File: src/rtl/vga_timing_gen.sv
// vga_timing_gen: parametrised VGA raster timing generator.
// Every output is registered from the next coordinate, so all of them line up with pix_x/pix_y.
module vga_timing_gen #(
   parameter int H_ACTIVE = 640,
   parameter int H_FP     = 16,
   parameter int H_SYNC   = 96,
   parameter int H_BP     = 48,
   parameter int V_ACTIVE = 480,
   parameter int V_FP     = 10,
   parameter int V_SYNC   = 2,
   parameter int V_BP     = 33,
   parameter bit HS_POL   = 1'b0,
   parameter bit VS_POL   = 1'b0,
   parameter int CW       = 11,
   parameter int FCW      = 8
) (
   input  logic           clk,
   input  logic           reset,
   input  logic           pix_en,
   output logic           hsync,
   output logic           vsync,
   output logic           draw,
   output logic [CW-1:0]  pix_x,
   output logic [CW-1:0]  pix_y,
   output logic           line_start,
   output logic           frame_start,
   output logic [FCW-1:0] frame_cnt
);

   localparam int H_TOTAL = H_ACTIVE + H_FP + H_SYNC + H_BP;
   localparam int V_TOTAL = V_ACTIVE + V_FP + V_SYNC + V_BP;

   localparam logic [CW-1:0] X_LAST = CW'(H_TOTAL - 1);
   localparam logic [CW-1:0] Y_LAST = CW'(V_TOTAL - 1);
   localparam logic [CW-1:0] H_ACT  = CW'(H_ACTIVE);
   localparam logic [CW-1:0] V_ACT  = CW'(V_ACTIVE);
   localparam logic [CW-1:0] HS_LO  = CW'(H_ACTIVE + H_FP);
   localparam logic [CW-1:0] HS_HI  = CW'(H_ACTIVE + H_FP + H_SYNC);
   localparam logic [CW-1:0] VS_LO  = CW'(V_ACTIVE + V_FP);
   localparam logic [CW-1:0] VS_HI  = CW'(V_ACTIVE + V_FP + V_SYNC);

   logic [CW-1:0]  x_q, x_d;
   logic [CW-1:0]  y_q, y_d;
   logic [FCW-1:0] fc_q, fc_d;
   logic           hs_q, hs_d;
   logic           vs_q, vs_d;
   logic           draw_q, draw_d;
   logic           ls_q, fs_q;
   logic           x_wrap, y_wrap;

   always_comb begin
      x_wrap = (x_q == X_LAST);
      y_wrap = (y_q == Y_LAST);
      x_d    = x_wrap ? '0 : x_q + CW'(1);
      y_d    = y_q;
      fc_d   = fc_q;
      if (x_wrap) begin
         y_d = y_wrap ? '0 : y_q + CW'(1);
      end
      if (x_wrap && y_wrap) begin
         fc_d = fc_q + FCW'(1);
      end
      // Decode from the next coordinate so sync/draw land on the same edge.
      hs_d   = ((x_d >= HS_LO) && (x_d < HS_HI)) ? HS_POL : ~HS_POL;
      vs_d   = ((y_d >= VS_LO) && (y_d < VS_HI)) ? VS_POL : ~VS_POL;
      draw_d = (x_d < H_ACT) && (y_d < V_ACT);
   end

   always_ff @(posedge clk or posedge reset) begin
      if (reset) begin
         x_q    <= X_LAST;
         y_q    <= Y_LAST;
         fc_q   <= '0;
         hs_q   <= ~HS_POL;
         vs_q   <= ~VS_POL;
         draw_q <= 1'b0;
         ls_q   <= 1'b0;
         fs_q   <= 1'b0;
      end else begin
         ls_q <= 1'b0;
         fs_q <= 1'b0;
         if (pix_en) begin
            x_q    <= x_d;
            y_q    <= y_d;
            fc_q   <= fc_d;
            hs_q   <= hs_d;
            vs_q   <= vs_d;
            draw_q <= draw_d;
            ls_q   <= (x_d == '0);
            fs_q   <= (x_d == '0) && (y_d == '0);
         end
      end
   end

   assign pix_x       = x_q;
   assign pix_y       = y_q;
   assign frame_cnt   = fc_q;
   assign hsync       = hs_q;
   assign vsync       = vs_q;
   assign draw        = draw_q;
   assign line_start  = ls_q;
   assign frame_start = fs_q;

endmodule
File: config.mk
export PLATFORM = sky130hd
export DESIGN_NAME = vga_timing_gen
export DESIGN_NICKNAME = d
export VERILOG_FILES = /design/src/rtl/vga_timing_gen.sv
export SDC_FILE = /design/constraint.sdc
export NUM_CORES = 1
export LEC_CHECK = 0
export BUFFER_PORTS_ARGS = -buffer_cell sky130_fd_sc_hd__buf_2
export CORE_MARGIN = 8
export CORE_UTILIZATION = 29
export CTS_CLUSTER_DIAMETER = 60
export CTS_CLUSTER_SIZE = 20
export DETAILED_ROUTE_END_ITERATION = 10
export MAX_ROUTING_LAYER = met4
export PLACE_DENSITY_LB_ADDON = 0.05
export SETUP_SLACK_MARGIN = 0.2
export SLEW_MARGIN = 20
export SYNTH_ARGS = -nofsm -noshare
export SYNTH_HDL_FRONTEND = slang
export SYNTH_SLANG_ARGS = --single-unit
File: constraint.sdc
create_clock -name clk -period 4.8 [get_ports clk]
set_input_delay 1.44 -clock clk [delete_from_list [all_inputs] [get_ports clk]]
set_output_delay 1.44 -clock clk [all_outputs]
set_load 0.005 [all_outputs]
==> metrics.csv, run 1 <==
stage,metric,value,unit
status,status,completed,
sta,RSZ-0062 raised after global routing,false,
worst_setup_path,crit end category,flop,
finish,fin cells,398,
routing,WL final,6390,µm
yosys,Commonest cells post-synth,"24 x nand2_1, 23 x dfrtp_1, 23 x nor2_1, 20 x o21ai_0, 15 x nand3_1",
yosys,#FFs+latches synth,35,
yosys,post-synth top area share,24.4,%
worst_setup_path,"Arr. time, crit path",3.21,ns
routing,Pre-antenna DRT Iters,4,
sta,fin crit share,63.1,%
worst_setup_path,CP startpoint kind,flop,
global_route,initial antenna violation count,0,
yosys,gate count after technology mapping,265,
sta,fin crit period,3.03,ns
sta,Fin Setup TNS,0,ns
place,global placer's final weighted congestion,0.830,
worst_setup_path,CP bufs+invs,0,
worst_setup_path,critical path type,flop to flop,
clock_tree,clock sinks,35,
pwr,VDD IR max,110,µV
clock_tree,Clock transition at path regs,0.08,ns
sta,Pins Over Slew Limit,0,
yosys,"Cell Area, Synth",0.00236,mm²
finish,Filler cells,865,
yosys,count of cell types in the netlist,53,
global_route,gr usage total,11.9,%
sta,maximum operating frequency,330,MHz
worst_setup_path,CP required,4.98,ns
floorplanning,die area,0.0113,mm²
finish,P&R area growth vs syn,15.2,%
sta,clock skew,0.0119,ns
routing,met1 WL,3180,µm
yosys,syn nets,273,
finish,diodes inserted,0,
yosys,Synth warnings,0,
routing,# DRC,0,
routing,top sig layer,met4,
routing,wire per inst,16.1,µm
yosys,Post-synth EDFFs,0,
clock_tree,Post-CTS Resized,0,
routing,Antenna Violating Nets Remaining,0,
worst_setup_path,CP max FO,15,
floorplanning,row count,33,
routing,vias after detailed routing,2056,
clock_tree,H-tree Lvls,2,
yosys,post-synthesis sequential area ratio,37.7,%
place,DP Wirelength,4660,µm
worst_setup_path,"slowest stage cell, crit path",dfstp_2,
sta,Worst-Margin Slew,0.654,ns
yosys,"top cells by area, synth","dfrtp_1 24%, dfstp_2 13%, xnor2_1 4.4%",
worst_setup_path,"CP delay by family, top",simple AND/OR/NAND/NOR gates,
sta,Fin. Hold Viols,0,
job,MaxCap Viol Count,0,
sta,# setup viols final,0,
global_route,first-pass GRT wire length,10700,µm
clock_tree,number of CTS-inserted buffers,5,
routing,met2 wire length,2800,µm
clock_tree,CTS tree,built,
place,placed cell count,390,
floorplanning,starting density of the core,29.3,%
global_route,vias in the first global route,2096,
global_route,largest net degree at the start of global routing,23,
clock_tree,Root Driver,clkbuf_8,
clock_tree,Max Root-Sink Buffers,2,
yosys,Synth Flop Type,dfrtp_1,
clock_tree,Post-CTS Setup Bufs,0,
clock_tree,Clock Latency Late Sink,0.29,ns
worst_hold_path,Hold WC Path Type,flop to flop,
routing,DR WL met3,301,µm
pwr,power per cell area,362,mW/mm²
floorplanning,Core ar.,0.00805,mm²
routing,Vias per Instance,5.17,
floorplanning,die height,106,µm
finish,# nets final,300,
place,Port Buffers,37,
worst_setup_path,CP max stage delay,0.58,ns
place,DP Worst Slack,1.48,ns
routing,Starting DRT DRC Count,102,
pwr,Tot Pwr,985,µW
yosys,fraction of registers with async set or reset after synthesis,100,%
finish,share of cells above drive strength 1,24.9,%
floorplanning,Ports,38,
global_route,remaining global-route overflow,0,
yosys,post-synthesis average cell area,8.91,µm²
clock_tree,hold_buf cts,0,
floorplanning,Die X,106,µm
sta,worst setup margin,1.77,ns
yosys,"area leader, netlist",dfrtp_1,
yosys,most frequent cell after synthesis,nand2_1,
worst_setup_path,crit path cell chain,ha_1 -> and4_1 -> nand3_4 -> nor4_1 -> xor2_1 -> or4b_1 -> o32ai_1,
sta,headroom to the max-slew limit,56.4,%
pwr,leakage,1.17,nW
==> layer usage <==
| layer | vias up | GRT usage (%) |
|---|---|---|
| li1 | 1017 | - |
| met1 | 973 | 15.7 |
| met2 | 56 | 17.5 |
| met3 | 10 | 2.48 |
| met4 | 0 | 4.22 |
| met5 | - | - |
==> flip-flops by register name, indices dropped and copies added, names as in the netlist <==
register	flops
draw	1
frame_cnt	8
frame_start	1
hsync	1
line_start	1
pix_x	11
pix_y	11
vsync	1
==> where the power goes <==
part           total (mW)  internal (mW)  switching, mW
sequential          0.431          0.349         0.0815
clock               0.329          0.207          0.121
combinational       0.225          0.109          0.116
==> kinds of logic (layout without fill, tap and decap cells) <==
group           after synthesis  in the layout  share of synthesized area (%)
mux                           4              4                           1.91
flops                        35             35                           37.7
buf+inv                      26             54                           5.56
compound gates               57             57                           15.2
simple gates                118            118                           29.6
fa+ha+maj                     5              5                           2.65
xor+xnor                     20             20                           7.42
==> final timing paths <==
path / cells past startpoint / slack (ns) / start / to
worst max-delay path: 7 / 1.77 / pix_x[0] / draw
worst min-delay path: 1 / 0.47 / frame_cnt[7] / frame_cnt[7]
worst max register to register: 7 / 1.77 / pix_x[0] / draw
worst min register to register: 1 / 0.47 / frame_cnt[7] / frame_cnt[7]
max in group asynchronous: 3 / 2.80 / reset / pix_y[3]
min in group asynchronous: 2 / 1.23 / reset / pix_x[10]
==> layout by cell type (no fill, tap or decap), drive strengths merged, types with 6 or more instances in the layout <==
cell type,n
xnor2,12
xor2,8
a21oi,9
nor2,23
and3,6
nand3,17
nand4,10
nand2,25
dfstp,12
nor3,7
inv,8
dfrtp,23
o21ai,20
buf,38
==> area by class of cell <==
class | count | area [µm²] | share of cell area, %
Timing Repair Buffer | 38 | 193 | 7.08
Clock buffer | 5 | 68.8 | 2.53
Multi-Input combinational cell | 204 | 1340 | 49.2
Sequential cell | 35 | 891 | 32.7
Clock inverter | 3 | 67.6 | 2.48
Inverter | 8 | 30.0 | 1.10
Tap cell | 105 | 131 | 4.83
==> per-stage QoR <==
step / utilization, % / area (µm²) / hold slack, ns
3_3_place_gp: 32.1 / 2580 / 0.456
2_1_floorplan: - / 2360 / 0.465
6_report: 33.8 / 2720 / 0.466
5_1_grt: 33.8 / 2720 / 0.479
4_1_cts: 33.8 / 2720 / 0.472
3_5_place_dp: 32.1 / 2580 / 0.456
Note: power is estimated with default switching activity, not from simulation.
==> run 2: changes to the inputs <==
==> constraint.sdc (replaced) <==
create_clock -name clk -period 2.9 [get_ports clk]
set_input_delay 0.87 -clock clk [delete_from_list [all_inputs] [get_ports clk]]
set_output_delay 0.87 -clock clk [all_outputs]
set_load 0.005 [all_outputs]
==> metrics.csv, run 2 (same netlist as run 1, synthesis figures left out) <==
stage,metric,value,unit,change
finish,# nets final,309,,+3.0%
clock_tree,Max Root-Sink Buffers,2,,unchanged
job,MaxCap Viol Count,0,,unchanged
floorplanning,Ports,38,,unchanged
pwr,leakage,1.21,nW,+3.7%
finish,P&R area growth vs syn,18.3,%,
sta,headroom to the max-slew limit,67.6,%,+11 points
routing,# DRC,0,,unchanged
pwr,power per cell area,591,mW/mm²,+63%
sta,Worst-Margin Slew,0.486,ns,-0.168 ns
clock_tree,Clock Latency Late Sink,0.30,ns,about the same
global_route,initial antenna violation count,0,,unchanged
place,dpl cell area,0.00265,mm²,+2.6%
worst_setup_path,critical path type,flop to flop,,
sta,fin crit period,2.52,ns,-0.511 ns
status,status,completed,,
routing,WL final,6880,µm,+7.6%
finish,"commonest non-fill, non-tap cell in the layout",buf_2,,
worst_setup_path,crit end category,flop,,
routing,vias after detailed routing,2104,,+2.3%
sta,Pins Over Slew Limit,0,,unchanged
global_route,vias in the first global route,2067,,-1.4%
worst_setup_path,CP startpoint kind,flop,,
sta,fin crit share,86.9,%,+24 points
pwr,VDD IR max,252,µV,+130%
finish,share of cells above drive strength 1,27.5,%,+2.6 points
global_route,remaining global-route overflow,0,,unchanged
finish,diodes inserted,0,,unchanged
place,global placer's final weighted congestion,0.776,,-6.5%
global_route,first-pass GRT wire length,11200,µm,+4.8%
floorplanning,starting density of the core,29.3,%,unchanged
routing,Antenna Violating Nets Remaining,0,,unchanged
place,placed cell count,399,,+2.3%
global_route,largest net degree at the start of global routing,36,,+57%
sta,Fin. Hold Viols,0,,unchanged
clock_tree,H-tree Lvls,2,,unchanged
worst_setup_path,"Arr. time, crit path",2.72,ns,-0.49 ns
floorplanning,die area,0.0113,mm²,unchanged
place,Port Buffers,37,,unchanged
routing,Pre-antenna DRT Iters,4,,unchanged
worst_setup_path,CP max FO,7,,-8
floorplanning,row count,33,,unchanged
finish,fin cells,407,,+2.3%
sta,Fin Setup TNS,0,ns,unchanged
sta,# setup viols final,0,,unchanged
place,DP Wirelength,4970,µm,+6.7%
clock_tree,Root Driver,clkbuf_8,,
sta,RSZ-0062 raised after global routing,false,,
clock_tree,CTS tree,built,,
worst_hold_path,Hold WC Path Type,flop to flop,,
clock_tree,number of CTS-inserted buffers,5,,unchanged
sta,Hold Worst Slack,0.462,ns,-0.00440 ns
clock_tree,Clock transition at path regs,0.08,ns,about the same
clock_tree,clock sinks,35,,unchanged
finish,fin area,0.00280,mm²,+2.7%
routing,Vias per Instance,5.17,,about the same
floorplanning,Die X,106,µm,unchanged
routing,Starting DRT DRC Count,117,,+15%
floorplanning,die height,106,µm,unchanged
finish,fin util,34.7,%,+0.92 points
finish,footprint of the multi-input gates,0.00135,mm²,+0.47%
finish,register area,891,µm²,unchanged
routing,wire per inst,16.9,µm,+5.2%
place,DP Worst Slack,0.259,ns,-1.22 ns
worst_setup_path,CP required,3.10,ns,-1.88 ns
floorplanning,Core ar.,0.00805,mm²,unchanged
finish,Filler cells,870,,+0.58%
finish,most frequent cells in the layout,"37 x buf_2, 24 x nand2_1, 23 x nor2_1, 23 x dfrtp_1, 20 x o21ai_0",,
global_route,gr usage total,12.8,%,+0.88 points
pwr,Tot Pwr,1.65,mW,+68%
sta,clock skew,0.00858,ns,-0.00334 ns
sta,worst setup margin,0.381,ns,-1.39 ns
sta,maximum operating frequency,397,MHz,+20%
[run 2: cell types whose count changed in the layout (fill, tap and decap cells not counted), sizes merged]
| cell | delta |
|---|---|
| buf | +9 |
[run 2: final timing paths]
check / endpoint / from / cells after the start / slack (ns)
worst max-delay path: draw / pix_x[0] / 7 / 0.38
worst min-delay path: frame_cnt[7] / frame_cnt[7] / 1 / 0.46
worst max register to register: draw / pix_x[0] / 7 / 0.38
worst min register to register: frame_cnt[7] / frame_cnt[7] / 1 / 0.46
max in group asynchronous: pix_y[9] / reset / 3 / 1.86
min in group asynchronous: pix_x[6] / reset / 3 / 0.68
[run 2: metal layers]
metal	share of wire, %	GRT usage [%]
met1	49	16.8
met2	44	18.8
met3	4.7	2.90
met4	2.0	4.52
met5	0	-
[run 2: repair_timing]
| action | in CTS | in global routing |
|---|---|---|
| setup endpoints to repair | 0 | 1 |
| gates resized for setup | 0 | 1 |
| hold buffers | 0 | 0 |
| setup buffers | 0 | 0 |
[run 2: layout make-up]
type	instances	area share, %
multi-input combinational	204	48.2
clock inverter	3	2.42
clock buffer	5	2.46
sequential	35	31.9
inverter	8	1.07
timing repair buffer	47	9.31
tap	105	4.70
[run 2: power by group]
| group | total, mW | switching [mW] | internal, mW |
|---|---|---|---|
| Combinational | 0.384 | 0.199 | 0.185 |
| Sequential | 0.714 | 0.136 | 0.578 |
| Clock | 0.552 | 0.209 | 0.343 |
[run 2: critical path, cell delays in order (launching register included)]
cell and delay [ns]:
dfstp_2 0.58, ha_1 0.29, and4_1 0.30, nand3_4 0.09, nor4_2 0.32, xor2_1 0.11, or4b_1 0.48, o32ai_1 0.24
==> run 3: changes to the inputs <==
==> constraint.sdc (replaced) <==
create_clock -name clk -period 2.9 [get_ports clk]
set_input_delay 0.145 -clock clk [delete_from_list [all_inputs] [get_ports clk]]
set_output_delay 0.145 -clock clk [all_outputs]
set_load 0.005 [all_outputs]
==> metrics.csv, run 3 (same netlist as run 1, synthesis figures left out) <==
stage,metric,value,unit,change
sta,clock skew,0.00356,ns,-0.00502 ns
pwr,power per cell area,523,mW/mm²,-11%
worst_setup_path,crit path cell chain,ha_2 -> and4_1 -> buf_4 -> nand4_1 -> nor2_1 -> nand4_1 -> nor2_1 -> xor2_1,,
pwr,leakage,1.22,nW,+0.64%
routing,Pre-antenna DRT Iters,4,,unchanged
finish,fin area,0.00278,mm²,-0.45%
worst_setup_path,critical path type,flop to flop,,
worst_hold_path,hold-critical path depth,3,,+2
worst_setup_path,Critical Path Source,pix_x[0],,
job,MaxCap Viol Count,0,,unchanged
routing,wire per inst,16.4,µm,-2.9%
sta,Fin. Hold Viols,0,,unchanged
finish,P&R area growth vs syn,17.8,%,
sta,Fin Setup TNS,0,ns,unchanged
worst_setup_path,worst reg2reg setup slack,0.42,ns,+0.04 ns
global_route,vias in the first global route,2105,,+1.8%
finish,most frequent cells in the layout,"37 x buf_2, 24 x nand2_1, 23 x nor2_1, 23 x dfrtp_1, 20 x o21ai_0",,
routing,# DRC,0,,unchanged
pwr,VDD IR max,217,µV,-14%
global_route,first-pass GRT wire length,11400,µm,+1.9%
place,dpl cell area,0.00265,mm²,-0.28%
global_route,initial antenna violation count,0,,unchanged
worst_setup_path,CP required,3.12,ns,+0.02 ns
place,global placer's final weighted congestion,0.784,,+1.0%
worst_hold_path,Hold WC Path Type,primary input to flop,,
routing,Antenna Violating Nets Remaining,0,,unchanged
finish,diodes inserted,0,,unchanged
sta,fin crit period,2.48,ns,-0.0414 ns
status,status,completed,,
sta,RSZ-0062 raised after global routing,false,,
routing,vias after detailed routing,2094,,-0.48%
floorplanning,die area,0.0113,mm²,unchanged
routing,WL final,6710,µm,-2.4%
finish,"commonest non-fill, non-tap cell in the layout",buf_2,,
global_route,gr usage total,12.9,%,+0.13 points
sta,Worst-Margin Slew,0.489,ns,+0.00320 ns
place,DP Wirelength,4920,µm,-1.1%
sta,headroom to the max-slew limit,67.1,%,-0.46 points
floorplanning,die height,106,µm,unchanged
worst_setup_path,CP startpoint kind,flop,,
worst_hold_path,Hold Path Sink,pix_x[2],,
sta,# setup viols final,0,,unchanged
worst_setup_path,CP max FO,9,,+2
worst_setup_path,worst r2r path cells,8,,+1
worst_hold_path,Hold Path Origin,pix_en,,
clock_tree,clock sinks,35,,unchanged
worst_setup_path,RR Startpoint,pix_x[0],,
routing,Starting DRT DRC Count,110,,-6.0%
global_route,remaining global-route overflow,0,,unchanged
sta,Pins Over Slew Limit,0,,unchanged
floorplanning,row count,33,,unchanged
clock_tree,Max Root-Sink Buffers,2,,unchanged
clock_tree,CTS tree,built,,
sta,worst setup margin,0.423,ns,+0.0414 ns
worst_setup_path,CP max stage delay,0.59,ns,about the same
worst_setup_path,FF-to-FF End,frame_cnt[7],,
finish,# nets final,311,,+0.65%
routing,Vias per Instance,5.12,,-0.96%
floorplanning,Core ar.,0.00805,mm²,unchanged
floorplanning,Ports,38,,unchanged
clock_tree,Root Driver,clkbuf_8,,
worst_setup_path,"slowest stage cell, crit path",dfstp_2,,
clock_tree,Clock Latency Late Sink,0.29,ns,about the same
global_route,largest net degree at the start of global routing,36,,unchanged
floorplanning,starting density of the core,29.3,%,unchanged
floorplanning,Die X,106,µm,unchanged
clock_tree,Clock transition at path regs,0.08,ns,about the same
sta,fin crit share,85.4,%,-1.4 points
place,Port Buffers,37,,unchanged
clock_tree,H-tree Lvls,2,,unchanged
finish,share of cells above drive strength 1,28.6,%,+1.1 points
worst_setup_path,crit end category,flop,,
clock_tree,number of CTS-inserted buffers,5,,unchanged
worst_setup_path,"Arr. time, crit path",2.70,ns,-0.02 ns
sta,maximum operating frequency,404,MHz,+1.7%
place,DP Worst Slack,0.204,ns,-0.0548 ns
finish,Filler cells,851,,-2.2%
## run 3: layout make-up
type | count | area, µm² | share of cell area [%]
inverter | 8 | 30.0 | 1.08
clock buffer | 5 | 68.8 | 2.47
tap | 105 | 131 | 4.72
timing repair buffer | 49 | 278 | 9.98
clock inverter | 3 | 15.0 | 0.540
multi-input combinational | 204 | 1370 | 49.2
sequential | 35 | 891 | 32.0
## run 3: where the power goes
part           leakage [nW]  total, mW  switching, mW  internal (mW)
Combinational         0.734      0.386          0.199          0.187
Sequential            0.435      0.713          0.134          0.579
Clock                0.0477      0.357          0.192          0.165
Total                  1.22       1.46          0.525          0.930
## run 3: how the worst max path moves through the flow
stage	slack [ns]	to
floorplan	0.38	draw
global placement	0.32	draw
detailed placement	0.20	draw
CTS	0.21	draw
global route	0.22	draw
finish	0.42	frame_cnt[7]
## run 3: metrics by stage
| stage | std cells | total power, mW | hold slack (ns) | utilization, % |
|---|---|---|---|---|
| 2_1_floorplan | 265 | 0.997 | 0.290 | - |
| 3_3_place_gp | 398 | 1.11 | 0.290 | 32.9 |
| 3_5_place_dp | 398 | 1.11 | 0.296 | 32.9 |
| 4_1_cts | 407 | 1.48 | 0.306 | 34.0 |
| 5_1_grt | 409 | 1.57 | 0.339 | 34.6 |
| 6_report | 409 | 1.46 | 0.309 | 34.6 |
## run 3: what timing repair did
item | 4_1_cts | 5_1_grt
setup buffers | 0 | 2
resized for setup | 0 | 5
hold buffers | 1 | 0
hold endpoints to repair | 23 | 0
setup endpoints to repair | 0 | 4
## run 3: critical path, delay by kind of cell (launching register included)
family | cells | cell delay [ns]
XOR/XNOR | 1 | 0.15
adder cells (fa/ha/maj) | 1 | 0.26
buffers and inverters | 1 | 0.19
flip-flops | 1 | 0.59
AND/OR/NAND/NOR | 5 | 1.22
## run 3: layer usage
metal  up-vias  wire, µm  global-route usage, %
met3         5       265                   2.78
li1       1039         -                      -
met5         -         0                      -
met1      1014      3320                   17.6
met2        36      3050                   18.6
met4         0        80                   3.62
